[config.mk]
export PLATFORM = sky130hd
export DESIGN_NAME = ibuf_flat
export DESIGN_NICKNAME = d
export VERILOG_FILES = /design/src/rtl/ibuf_if.sv /design/src/rtl/ibuf.sv /design/src/flat_wrapper.sv
export SDC_FILE = /design/constraint.sdc
export NUM_CORES = 2
export LEC_CHECK = 0
export ABC_AREA = 0
export CORE_UTILIZATION = 30
export DETAILED_ROUTE_END_ITERATION = 10
export PLACE_DENSITY_LB_ADDON = 0.2
export SYNTH_ARGS = -nofsm -noshare
export SYNTH_HDL_FRONTEND = slang
export SYNTH_SLANG_ARGS = --single-unit
[constraint.sdc]
create_clock -name clk -period 5.2 [get_ports clk]
set_input_delay 1.04 -clock clk [delete_from_list [all_inputs] [get_ports clk]]
set_output_delay 1.04 -clock clk [all_outputs]
set_load 0.01 [all_outputs]
[src/rtl/ibuf_if.sv]
// rtl/ibuf_if.sv - fetch/decode side signal bundle of the ibuf instruction buffer
//
// Purpose: groups the fetch push port and decode pop port of ibuf.
//   master: fetch + decode side (drives input_size/in_*/pop_size, samples outputs)
//   slave : the buffer itself
// Signals:
//   ibuf_i_ready               buffer -> fetch, new request may be issued
//   input_size[1:0]            entries offered this cycle (0..2)
//   in_pc0/inst0/pred_*0       slot-0 payload
//   in_pc1/inst1/pred_*1       slot-1 payload
//   in_have_excp/in_excp_type  fetch exception carried by slot 0
//   out_valid0/1, out_*0/1     head / head+1 entries
//   pop_size[1:0]              entries decode consumes this cycle (0..2)
// Exception codes are 6 bits wide.

interface ibuf_if;
  logic        ibuf_i_ready;
  logic [1:0]  input_size;
  logic [31:0] in_pc0;
  logic [31:0] in_inst0;
  logic        in_pred_taken0;
  logic [31:0] in_pred_target0;
  logic [31:0] in_pc1;
  logic [31:0] in_inst1;
  logic        in_pred_taken1;
  logic [31:0] in_pred_target1;
  logic        in_have_excp;
  logic [5:0]  in_excp_type;
  logic        out_valid0;
  logic [31:0] out_pc0;
  logic [31:0] out_inst0;
  logic        out_pred_taken0;
  logic [31:0] out_pred_target0;
  logic        out_have_excp0;
  logic [5:0]  out_excp_type0;
  logic        out_valid1;
  logic [31:0] out_pc1;
  logic [31:0] out_inst1;
  logic        out_pred_taken1;
  logic [31:0] out_pred_target1;
  logic        out_have_excp1;
  logic [5:0]  out_excp_type1;
  logic [1:0]  pop_size;

  modport master (
    input  ibuf_i_ready,
    output input_size, in_pc0, in_inst0, in_pred_taken0, in_pred_target0,
           in_pc1, in_inst1, in_pred_taken1, in_pred_target1,
           in_have_excp, in_excp_type, pop_size,
    input  out_valid0, out_pc0, out_inst0, out_pred_taken0, out_pred_target0,
           out_have_excp0, out_excp_type0,
           out_valid1, out_pc1, out_inst1, out_pred_taken1, out_pred_target1,
           out_have_excp1, out_excp_type1
  );

  modport slave (
    output ibuf_i_ready,
    input  input_size, in_pc0, in_inst0, in_pred_taken0, in_pred_target0,
           in_pc1, in_inst1, in_pred_taken1, in_pred_target1,
           in_have_excp, in_excp_type, pop_size,
    output out_valid0, out_pc0, out_inst0, out_pred_taken0, out_pred_target0,
           out_have_excp0, out_excp_type0,
           out_valid1, out_pc1, out_inst1, out_pred_taken1, out_pred_target1,
           out_have_excp1, out_excp_type1
  );
endinterface

[src/rtl/ibuf.sv]
// rtl/ibuf.sv - dual-issue instruction buffer between fetch and decode
//
// Purpose: circular FIFO of DEPTH entries {pc, inst, pred_taken, pred_target,
//   have_excp, excp_type}; accepts 0/1/2 entries per cycle from fetch and
//   presents the two oldest entries to decode, which pops 0/1/2.
// Ports:
//   clk               clock
//   resetn            asynchronous active-low reset
//   flush             synchronous empty (mispredict / exception / replay)
//   bus (slave)       fetch push port, decode pop port, ibuf_i_ready
//   perf_clear        (IBUF_PERF_EN) synchronous zeroing of the perf counters
//   perf_full_cycles  (IBUF_PERF_EN) cycles with ibuf_i_ready low, saturating
//   perf_empty_cycles (IBUF_PERF_EN) cycles with the buffer empty, saturating
// Optional feature macro: IBUF_PERF_EN (undefined: no perf ports or counters).

module ibuf #(
  parameter int DEPTH       = 8,
  parameter int READY_SLACK = 4
) (
  input  logic        clk,
  input  logic        resetn,
  input  logic        flush,
`ifdef IBUF_PERF_EN
  input  logic        perf_clear,
  output logic [31:0] perf_full_cycles,
  output logic [31:0] perf_empty_cycles,
`endif
  ibuf_if.slave       bus
);

  localparam int PW = $clog2(DEPTH);
  localparam int CW = PW + 1;

  typedef struct packed {
    logic [31:0] pc;
    logic [31:0] inst;
    logic        pred_taken;
    logic [31:0] pred_target;
    logic        have_excp;
    logic [5:0]  excp_type;
  } entry_t;

  entry_t          mem_q [DEPTH];
  logic [PW-1:0]   head_q, head_d, tail_q, tail_d;
  logic [CW-1:0]   count_q, count_d;
  logic [PW-1:0]   head_p1, tail_p1;
  logic [1:0]      in_sz, pop_sz, pop_lim, pop_eff, push_lim, push_eff;
  logic [CW-1:0]   room;
  logic            ready;
  entry_t          slot0, slot1;

  assign head_p1 = head_q + PW'(1);
  assign tail_p1 = tail_q + PW'(1);

  always_comb begin
    // size 3 is illegal; treat it as 2 so hardware stays within its two write ports
    in_sz  = (bus.input_size == 2'd3) ? 2'd2 : bus.input_size;
    pop_sz = (bus.pop_size == 2'd3) ? 2'd2 : bus.pop_size;

    // underflow: never pop more than is held at the start of the cycle
    pop_lim = (count_q < CW'(2)) ? count_q[1:0] : 2'd2;
    pop_eff = (pop_sz > pop_lim) ? pop_lim : pop_sz;

    // overflow: space freed by this cycle's pop is reusable; excess is dropped
    room     = CW'(DEPTH) - count_q + CW'(pop_eff);
    push_lim = (room < CW'(2)) ? room[1:0] : 2'd2;
    push_eff = (in_sz > push_lim) ? push_lim : in_sz;

    head_d  = head_q;
    tail_d  = tail_q;
    count_d = count_q;
    if (flush) begin
      head_d  = '0;
      tail_d  = '0;
      count_d = '0;
    end else begin
      head_d  = head_q + PW'(pop_eff);
      tail_d  = tail_q + PW'(push_eff);
      count_d = count_q + CW'(push_eff) - CW'(pop_eff);
    end
  end

  always_comb begin
    slot0 = '{pc: bus.in_pc0, inst: bus.in_inst0, pred_taken: bus.in_pred_taken0,
              pred_target: bus.in_pred_target0, have_excp: bus.in_have_excp,
              excp_type: bus.in_excp_type};
    // fetch exceptions only ever travel with slot 0
    slot1 = '{pc: bus.in_pc1, inst: bus.in_inst1, pred_taken: bus.in_pred_taken1,
              pred_target: bus.in_pred_target1, have_excp: 1'b0,
              excp_type: 6'd0};
  end

  always_ff @(posedge clk or negedge resetn) begin
    if (!resetn) begin
      head_q  <= '0;
      tail_q  <= '0;
      count_q <= '0;
    end else begin
      head_q  <= head_d;
      tail_q  <= tail_d;
      count_q <= count_d;
    end
  end

  // flush only rewinds the pointers; stale array contents are unreachable
  always_ff @(posedge clk or negedge resetn) begin
    if (!resetn) begin
      for (int i = 0; i < DEPTH; i++) mem_q[i] <= '0;
    end else if (!flush) begin
      if (push_eff != 2'd0) mem_q[tail_q]  <= slot0;
      if (push_eff == 2'd2) mem_q[tail_p1] <= slot1;
    end
  end

  assign ready            = (CW'(DEPTH) - count_q) >= CW'(READY_SLACK);
  assign bus.ibuf_i_ready = ready;

  assign bus.out_valid0       = (count_q != '0);
  assign bus.out_pc0          = mem_q[head_q].pc;
  assign bus.out_inst0        = mem_q[head_q].inst;
  assign bus.out_pred_taken0  = mem_q[head_q].pred_taken;
  assign bus.out_pred_target0 = mem_q[head_q].pred_target;
  assign bus.out_have_excp0   = mem_q[head_q].have_excp;
  assign bus.out_excp_type0   = mem_q[head_q].excp_type;

  assign bus.out_valid1       = (count_q >= CW'(2));
  assign bus.out_pc1          = mem_q[head_p1].pc;
  assign bus.out_inst1        = mem_q[head_p1].inst;
  assign bus.out_pred_taken1  = mem_q[head_p1].pred_taken;
  assign bus.out_pred_target1 = mem_q[head_p1].pred_target;
  assign bus.out_have_excp1   = mem_q[head_p1].have_excp;
  assign bus.out_excp_type1   = mem_q[head_p1].excp_type;

`ifdef IBUF_PERF_EN
  always_ff @(posedge clk or negedge resetn) begin
    if (!resetn) begin
      perf_full_cycles  <= '0;
      perf_empty_cycles <= '0;
    end else if (perf_clear) begin
      perf_full_cycles  <= '0;
      perf_empty_cycles <= '0;
    end else begin
      if (!ready && perf_full_cycles != 32'hFFFF_FFFF)
        perf_full_cycles <= perf_full_cycles + 32'd1;
      if (count_q == '0 && perf_empty_cycles != 32'hFFFF_FFFF)
        perf_empty_cycles <= perf_empty_cycles + 32'd1;
    end
  end
`endif

  // protocol checks on the fetch/decode side
  assert property (@(posedge clk) disable iff (!resetn || flush)
                   bus.input_size != 2'd3);
  assert property (@(posedge clk) disable iff (!resetn || flush)
                   bus.pop_size != 2'd3);
  assert property (@(posedge clk) disable iff (!resetn || flush)
                   {{(CW-2){1'b0}}, bus.pop_size} <= count_q);
  assert property (@(posedge clk) disable iff (!resetn || flush)
                   {{(CW-2){1'b0}}, bus.input_size} <= room);
  assert property (@(posedge clk) disable iff (!resetn || flush)
                   bus.in_have_excp |-> bus.input_size == 2'd1);

endmodule
[src/flat_wrapper.sv]
// flat-port wrapper written by rule: the top's interface ports become plain ports
module ibuf_flat 
#(
  parameter int DEPTH       = 8,
  parameter int READY_SLACK = 4
)
  (clk, resetn, flush, bus_ibuf_i_ready, bus_input_size, bus_in_pc0, bus_in_inst0, bus_in_pred_taken0, bus_in_pred_target0, bus_in_pc1, bus_in_inst1, bus_in_pred_taken1, bus_in_pred_target1, bus_in_have_excp, bus_in_excp_type, bus_pop_size, bus_out_valid0, bus_out_pc0, bus_out_inst0, bus_out_pred_taken0, bus_out_pred_target0, bus_out_have_excp0, bus_out_excp_type0, bus_out_valid1, bus_out_pc1, bus_out_inst1, bus_out_pred_taken1, bus_out_pred_target1, bus_out_have_excp1, bus_out_excp_type1);
  ibuf_if bus_i ();
  input  logic clk;
  input  logic resetn;
  input  logic flush;
  output wire logic [$bits(bus_i.ibuf_i_ready)-1:0] bus_ibuf_i_ready;
  input wire logic [$bits(bus_i.input_size)-1:0] bus_input_size;
  input wire logic [$bits(bus_i.in_pc0)-1:0] bus_in_pc0;
  input wire logic [$bits(bus_i.in_inst0)-1:0] bus_in_inst0;
  input wire logic [$bits(bus_i.in_pred_taken0)-1:0] bus_in_pred_taken0;
  input wire logic [$bits(bus_i.in_pred_target0)-1:0] bus_in_pred_target0;
  input wire logic [$bits(bus_i.in_pc1)-1:0] bus_in_pc1;
  input wire logic [$bits(bus_i.in_inst1)-1:0] bus_in_inst1;
  input wire logic [$bits(bus_i.in_pred_taken1)-1:0] bus_in_pred_taken1;
  input wire logic [$bits(bus_i.in_pred_target1)-1:0] bus_in_pred_target1;
  input wire logic [$bits(bus_i.in_have_excp)-1:0] bus_in_have_excp;
  input wire logic [$bits(bus_i.in_excp_type)-1:0] bus_in_excp_type;
  input wire logic [$bits(bus_i.pop_size)-1:0] bus_pop_size;
  output wire logic [$bits(bus_i.out_valid0)-1:0] bus_out_valid0;
  output wire logic [$bits(bus_i.out_pc0)-1:0] bus_out_pc0;
  output wire logic [$bits(bus_i.out_inst0)-1:0] bus_out_inst0;
  output wire logic [$bits(bus_i.out_pred_taken0)-1:0] bus_out_pred_taken0;
  output wire logic [$bits(bus_i.out_pred_target0)-1:0] bus_out_pred_target0;
  output wire logic [$bits(bus_i.out_have_excp0)-1:0] bus_out_have_excp0;
  output wire logic [$bits(bus_i.out_excp_type0)-1:0] bus_out_excp_type0;
  output wire logic [$bits(bus_i.out_valid1)-1:0] bus_out_valid1;
  output wire logic [$bits(bus_i.out_pc1)-1:0] bus_out_pc1;
  output wire logic [$bits(bus_i.out_inst1)-1:0] bus_out_inst1;
  output wire logic [$bits(bus_i.out_pred_taken1)-1:0] bus_out_pred_taken1;
  output wire logic [$bits(bus_i.out_pred_target1)-1:0] bus_out_pred_target1;
  output wire logic [$bits(bus_i.out_have_excp1)-1:0] bus_out_have_excp1;
  output wire logic [$bits(bus_i.out_excp_type1)-1:0] bus_out_excp_type1;
  assign bus_ibuf_i_ready = bus_i.ibuf_i_ready;
  assign bus_i.input_size = bus_input_size;
  assign bus_i.in_pc0 = bus_in_pc0;
  assign bus_i.in_inst0 = bus_in_inst0;
  assign bus_i.in_pred_taken0 = bus_in_pred_taken0;
  assign bus_i.in_pred_target0 = bus_in_pred_target0;
  assign bus_i.in_pc1 = bus_in_pc1;
  assign bus_i.in_inst1 = bus_in_inst1;
  assign bus_i.in_pred_taken1 = bus_in_pred_taken1;
  assign bus_i.in_pred_target1 = bus_in_pred_target1;
  assign bus_i.in_have_excp = bus_in_have_excp;
  assign bus_i.in_excp_type = bus_in_excp_type;
  assign bus_i.pop_size = bus_pop_size;
  assign bus_out_valid0 = bus_i.out_valid0;
  assign bus_out_pc0 = bus_i.out_pc0;
  assign bus_out_inst0 = bus_i.out_inst0;
  assign bus_out_pred_taken0 = bus_i.out_pred_taken0;
  assign bus_out_pred_target0 = bus_i.out_pred_target0;
  assign bus_out_have_excp0 = bus_i.out_have_excp0;
  assign bus_out_excp_type0 = bus_i.out_excp_type0;
  assign bus_out_valid1 = bus_i.out_valid1;
  assign bus_out_pc1 = bus_i.out_pc1;
  assign bus_out_inst1 = bus_i.out_inst1;
  assign bus_out_pred_taken1 = bus_i.out_pred_taken1;
  assign bus_out_pred_target1 = bus_i.out_pred_target1;
  assign bus_out_have_excp1 = bus_i.out_have_excp1;
  assign bus_out_excp_type1 = bus_i.out_excp_type1;
  ibuf #(.DEPTH(DEPTH), .READY_SLACK(READY_SLACK)) u_core (.clk(clk), .resetn(resetn), .flush(flush), .bus(bus_i));
endmodule
Yosys cells after proc, flatten, opt, wreduce, memory -nomap -nowiden
Cells that the tools add are included. W data, S select, Z words.

Add/sub/neg operators: 8. $lt $le $gt $ge: 12. Equal/unequal tests: 3. Mux-type cells: 24. Bitwise logic cells: 4. Reduce and logical (&&, ||, !) cells: 4.

Operators with widths (number): $mux W832 (3); $bwmux W832 (2); $bmux W104 S3 (2); $demux W104 S3 (2); $mux W104 (6); $ge A4 B4 Y1 const B (4); $not A3 Y4 (4); $mux W2 (6); $add A4 B2 Y4 (2); $lt A4 B1 Y1 const B (2); $lt A4 B2 Y1 const B (2); $add A3 B1 Y3 const B (2); $add A3 B2 Y3 (2); $eq A2 B2 Y1 const B (3); $mux W3 (2); $ge A4 B2 Y1 const B (1); $ge A4 B3 Y1 const B (1); $gt A2 B2 Y1 (2); $mux W4 (1); $reduce_bool A4 Y1 (1); $sub A4 B2 Y4 (1); $sub A4 B4 Y4 const A (1); $logic_and A1 B1 Y1 (2); $reduce_bool A2 Y1 (1).

Register bits after elaboration: 842. Input port bits: 208. Output and inout bits: 211.

Logic depth before layout (Yosys ltp)
Depth after elaboration: 14. Gate-level depth with buffers: 26. Depth with buffers taken out: 24.

Worst setup path before layout
Ideal clock, no wire load.

Path type: input-to-reg. From: input bus_pop_size[1]. To: register u_core.mem_q[642] in the netlist's numbering. Setup time: 0.141 ns. Arrival time: 5.292 ns. Data required time: 5.059 ns. Slack: -0.233 ns. Stages on the path: 24. Path through: clkbuf_1 -> ha_1 -> nor2_1 -> a21oi_1 -> nor2_1 -> ha_1 -> inv_1 -> fa_1 -> xnor3_1 -> and2_1 -> o211ai_2 -> inv_4 -> buf_6 -> ha_1 -> nand2_1 -> o21a_1 -> nor2_1 -> buf_1 -> a211oi_2 -> buf_4 -> buf_6 -> nor3_2 -> buf_2 -> a221oi_1.

Cells in the longest elaborated chain, start to end: 14. Elaborated cells on any way between the ends: 15. Those cells by class: add/sub: 1; order compare: 3; eq/ne: 2; mux: 8; reduce/logical: 1.

Ends and longest elaborated chain: start: declaration (RTL line flat_wrapper.sv:24) `input wire logic [$bits(bus_i.pop_size)-1:0] bus_pop_size;`; $eq A2 B2 Y1 (RTL line ibuf.sv:58) `pop_sz = (bus.pop_size == 2'd3) ? 2'd2 : bus.pop_size;`; $mux W2 (*) (RTL line ibuf.sv:58); $gt A2 B2 Y1 (RTL line ibuf.sv:62) `pop_eff = (pop_sz > pop_lim) ? pop_lim : pop_sz;`; $mux W2 (*) (RTL line ibuf.sv:62); $add A4 B2 Y4 (*) (RTL line ibuf.sv:65) `room = CW'(DEPTH) - count_q + CW'(pop_eff);`; $lt A4 B2 Y1 (RTL line ibuf.sv:66) `push_lim = (room < CW'(2)) ? room[1:0] : 2'd2;`; $mux W2 (*) (RTL line ibuf.sv:66); $gt A2 B2 Y1 (RTL line ibuf.sv:67) `push_eff = (in_sz > push_lim) ? push_lim : in_sz;`; $mux W2 (*) (RTL line ibuf.sv:67); $reduce_bool A2 Y1 (RTL line ibuf.sv:110) `if (push_eff != 2'd0) mem_q[tail_q] <= slot0;`; $mux W832 (RTL line ibuf.sv:110); $mux W832 (RTL line ibuf.sv:109) `end else if (!flush) begin`; $bwmux W832 (RTL line ibuf.sv:111) `if (push_eff == 2'd2) mem_q[tail_p1] <= slot1;`; $mux W832 (*) (RTL line ibuf.sv:111); end signal: indexed assignment (RTL line ibuf.sv:110); end signal: indexed assignment (RTL line ibuf.sv:111); end: declaration (RTL line ibuf.sv:43) `entry_t mem_q [DEPTH];`.

Mark *: on every way between the ends. The rest lies on a longest branch, timed or not. The select of a mux whose other input is x is not followed. A chain may end at the register's enable or synchronous reset.

Final worst setup path
From: input bus_pop_size[1]. To: register u_core.mem_q[387] in the netlist's numbering.

Same word-level chain as after synthesis.

==> reports/summary.txt <==
Outcome = finished clean
Register area share after synthesis = 0.4193
Critical path data arrival time = 5580 ps
Clk Tree Root Cell = clkbuf_16
Die ar. = 169200 um2
CTS tree = built
Final hold violation count = 0
Flops & latches, synth = 842
Average size of a mapped cell = 10.84 um2
Total instance count after detailed placement = 7011
RSZ-0062 raised after global routing = yes
Clock insertion delay at the later pin of the skew report = 760 ps
Maximum single-stage delay on the critical path = 750 ps
Pre-CTS WS = -649.1 ps
Endpoint class of the critical path = flop
Leakage component of the power = 0.02705 uW
Sinks on the clock net = 842
Worst clock skew = 44.06 ps
Pin slew with the least headroom to its limit = 1103 ps
Die width = 411.3 um
Total of endpoints with negative setup slack in the final report = 0
Number of max-capacitance violations reported = 0
Sum of negative setup slack = 0 ps
Startpoint class of the critical path = input pin
Fraction of post-synthesis cell area in the top cell type by area = 0.4193
Synth area leaders = dfrtp_1 (42%), mux4_2 (19%), a221oi_1 (11%), nor2_1 (6.1%), inv_1 (5.0%)
Starting DRT DRC Count = 4890
Most frequent cell after synthesis = dfrtp_1
Number of antenna-violating nets in the routed design = 0
Most instantiated cells after synthesis = dfrtp_1 (842), nor2_1 (817), inv_1 (672)
Total Routed Length = 217800 um
Post-Synthesis Cell Area = 50250 um2
Highest clock rate = 0.1985 GHz
Core box area = 165500 um2
Post-CTS clock slew at the launch and capture registers of the worst setup and hold paths = 60 ps
Number of distinct library cells after synthesis = 59
Number of antenna violations at the first check in global routing = 15
Critical path class = in2reg
Global-route wire length before repair = 314300 um
Yosys warning total = 0
Final critical-path share of the clock period = 0.9689
Worst Hold Margin = 194.9 ps
Count of pins on the block boundary = 419
Global router's overall resource usage = 0.2530
Gate count after technology mapping = 4635
Die boundary height = 411.3 um
Number of global-route vias before repair = 42.75k
Share of synthesized registers carrying an async set or reset = 1.000
Initial core utilization = 0.3036
Final RePlAce weighted congestion = 0.8127
Remaining routing DRC violations = 0
Standard cell with the maximum stage delay on the critical path = nor2_4
Pwr dens = 726.9 nW/um2
Area added between synthesis and finish = 26.80%
Share of post-route cells with drive strength above 1 = 0.2366
Hold Crit Class = in2async
Max Slew Vio Count = 0
Max FO, Critical Path = 19
Req. time, crit path = 5750 ps
Post-layout net count = 5164
Total of buffers placed on input and output ports = 418
VDD IR-drop max = 0.0005824 V
Overflow left after global routing = 0
Number of buffers inserted during clock tree synthesis = 106
Cell taking the most area after synthesis = dfrtp_1
Largest net degree at the start of global routing = 127
Synthesized net count = 4866
Number of cell rows = 149
Ordered cell list for the critical path = clkdlybuf4s50_1 -> ha_1 -> nor2_2 -> a21oi_1 -> nor2_1 -> ha_2 -> inv_1 -> fa_1 -> xnor3_1 -> nand2_1 -> a21oi_1 -> ha_1 -> nor2b_1 -> o21a_2 -> nor2_1 -> buf_4 -> a211oi_4 -> buf_12 -> nor2_4 -> a221oi_1
Number of enable-type register cells in the synthesized netlist = 0
Total power consumption of the routed design = 46320 uW
Via density per instance = 5.923
Routed length per placed instance = 30.17 um
Number of vias after detailed routing = 42.76k
Final worst slack = 162.0 ps
Worst slew margin = 0.2646
Shortest clock period the worst path allows after layout = 5038 ps
Final cell count without fillers = 7219
Maximum buffer depth of the clock tree = 3
H-tree depth = 3
Number of iterations in the first detailed-routing pass = 6
Leading register cell type out of synthesis = dfrtp_1
Half-perimeter wire length of the detailed placement result = 136600 um
==> power breakdown <==
group	switching, uW	leakage, uW	internal (uW)
clock	3250	0.00185	4780
combinational	12800	0.0163	13900
sequential	2310	0.00894	9350
==> path summary, 6_finish.rpt <==
kind | slack (ps) | cells after the start | to | from
worst max-delay path | 160 | 20 | u_core.mem_q[387] | bus_pop_size[1]
worst min register to register | 520 | 1 | u_core.mem_q[628] | u_core.mem_q[628]
worst max register to register | 170 | 22 | u_core.mem_q[387] | u_core.count_q[2]
min in group clk | 520 | 1 | u_core.mem_q[628] | u_core.mem_q[628]
worst min-delay path | 190 | 1 | u_core.mem_q[486] | resetn
max in group asynchronous | 3530 | 3 | u_core.mem_q[656] | resetn
==> stage by stage <==
| step | area [um2] | utilization |
|---|---|---|
| detailed placement | 59720 | 0.3607 |
| finish | 63720 | 0.3849 |
| global route | 63720 | 0.3849 |
| global placement | 59720 | 0.3607 |
| CTS | 63490 | 0.3835 |
| floorplan | 50290 | - |
==> final cells by class <==
cell class | instances | area, um2
clock inverter | 46 | 571.8
timing repair buffer | 706 | 8546
sequential | 842 | 21090
clock buffer | 155 | 3172
antenna | 4 | 10.01
fill | 15998 | 101800
tap | 2189 | 2739
inverter | 673 | 2529
multi-input combinational | 2604 | 25070
==> cell usage in the layout (no fill, tap or decap), types with 10 or more instances in the layout <==
master and count:
clkinv_2 24, a22o_1 53, dfrtp_1 837, nand2_1 11
nor2b_1 34, mux2_2 208, a221oi_1 604, and2_1 44
nand3_1 10, clkdlybuf4s50_1 416, nor3_1 32, bufinv_16 11
ha_1 15, buf_4 112, and3_1 34, mux4_2 416
buf_12 175, inv_1 671, clkbuf_16 110, a221o_1 59
nor2_1 812, clkbuf_8 25, clkbuf_1 20, a211oi_1 126
a222oi_1 12, a221oi_2 27
==> worst max-delay path, delay by kind of cell <==
family,cells,cell delay (ps)
AND/OR/NAND/NOR,6,1340
adder cells (fa/ha/maj),4,1260
buffers and inverters,4,910
AO/OA/AOI/OAI,5,710
XOR/XNOR,1,260
==> kinds of logic (layout without fill, tap and decap cells) <==
group	after synthesis	in the layout	synth area share
AO/OA/AOI/OAI	941	941	0.1631
XOR/XNOR	9	9	0.001842
adder cells (fa/ha/maj)	23	23	0.006473
buffers and inverters	1189	1580	0.09224
flip-flops	842	842	0.4193
multiplexers	624	624	0.2330
other	0	4	0
AND/OR/NAND/NOR	1007	1007	0.08405
==> metal layers <==
layer	global-route usage	wire length, um
met2	0.4026	102500
met5	0	115
met3	0.05266	17940
met4	0.07108	5385
met1	0.3471	91890
==> sequential cells by signal, summed over array words and instances (netlist names) <==
register,count
u_core.head_q,3
u_core.tail_q,3
u_core.mem_q,832
u_core.count_q,4
==> timing repair <==
| action | in CTS | in global routing |
|---|---|---|
| resized for setup | 3 | 35 |
| hold buffers | 0 | 0 |
| cloned | 0 | 0 |
| pin swaps | 1 | 7 |
| setup endpoints to repair | 348 | 790 |
| buffers inserted | 1 | 2 |
(Power assumes the default switching activity.)
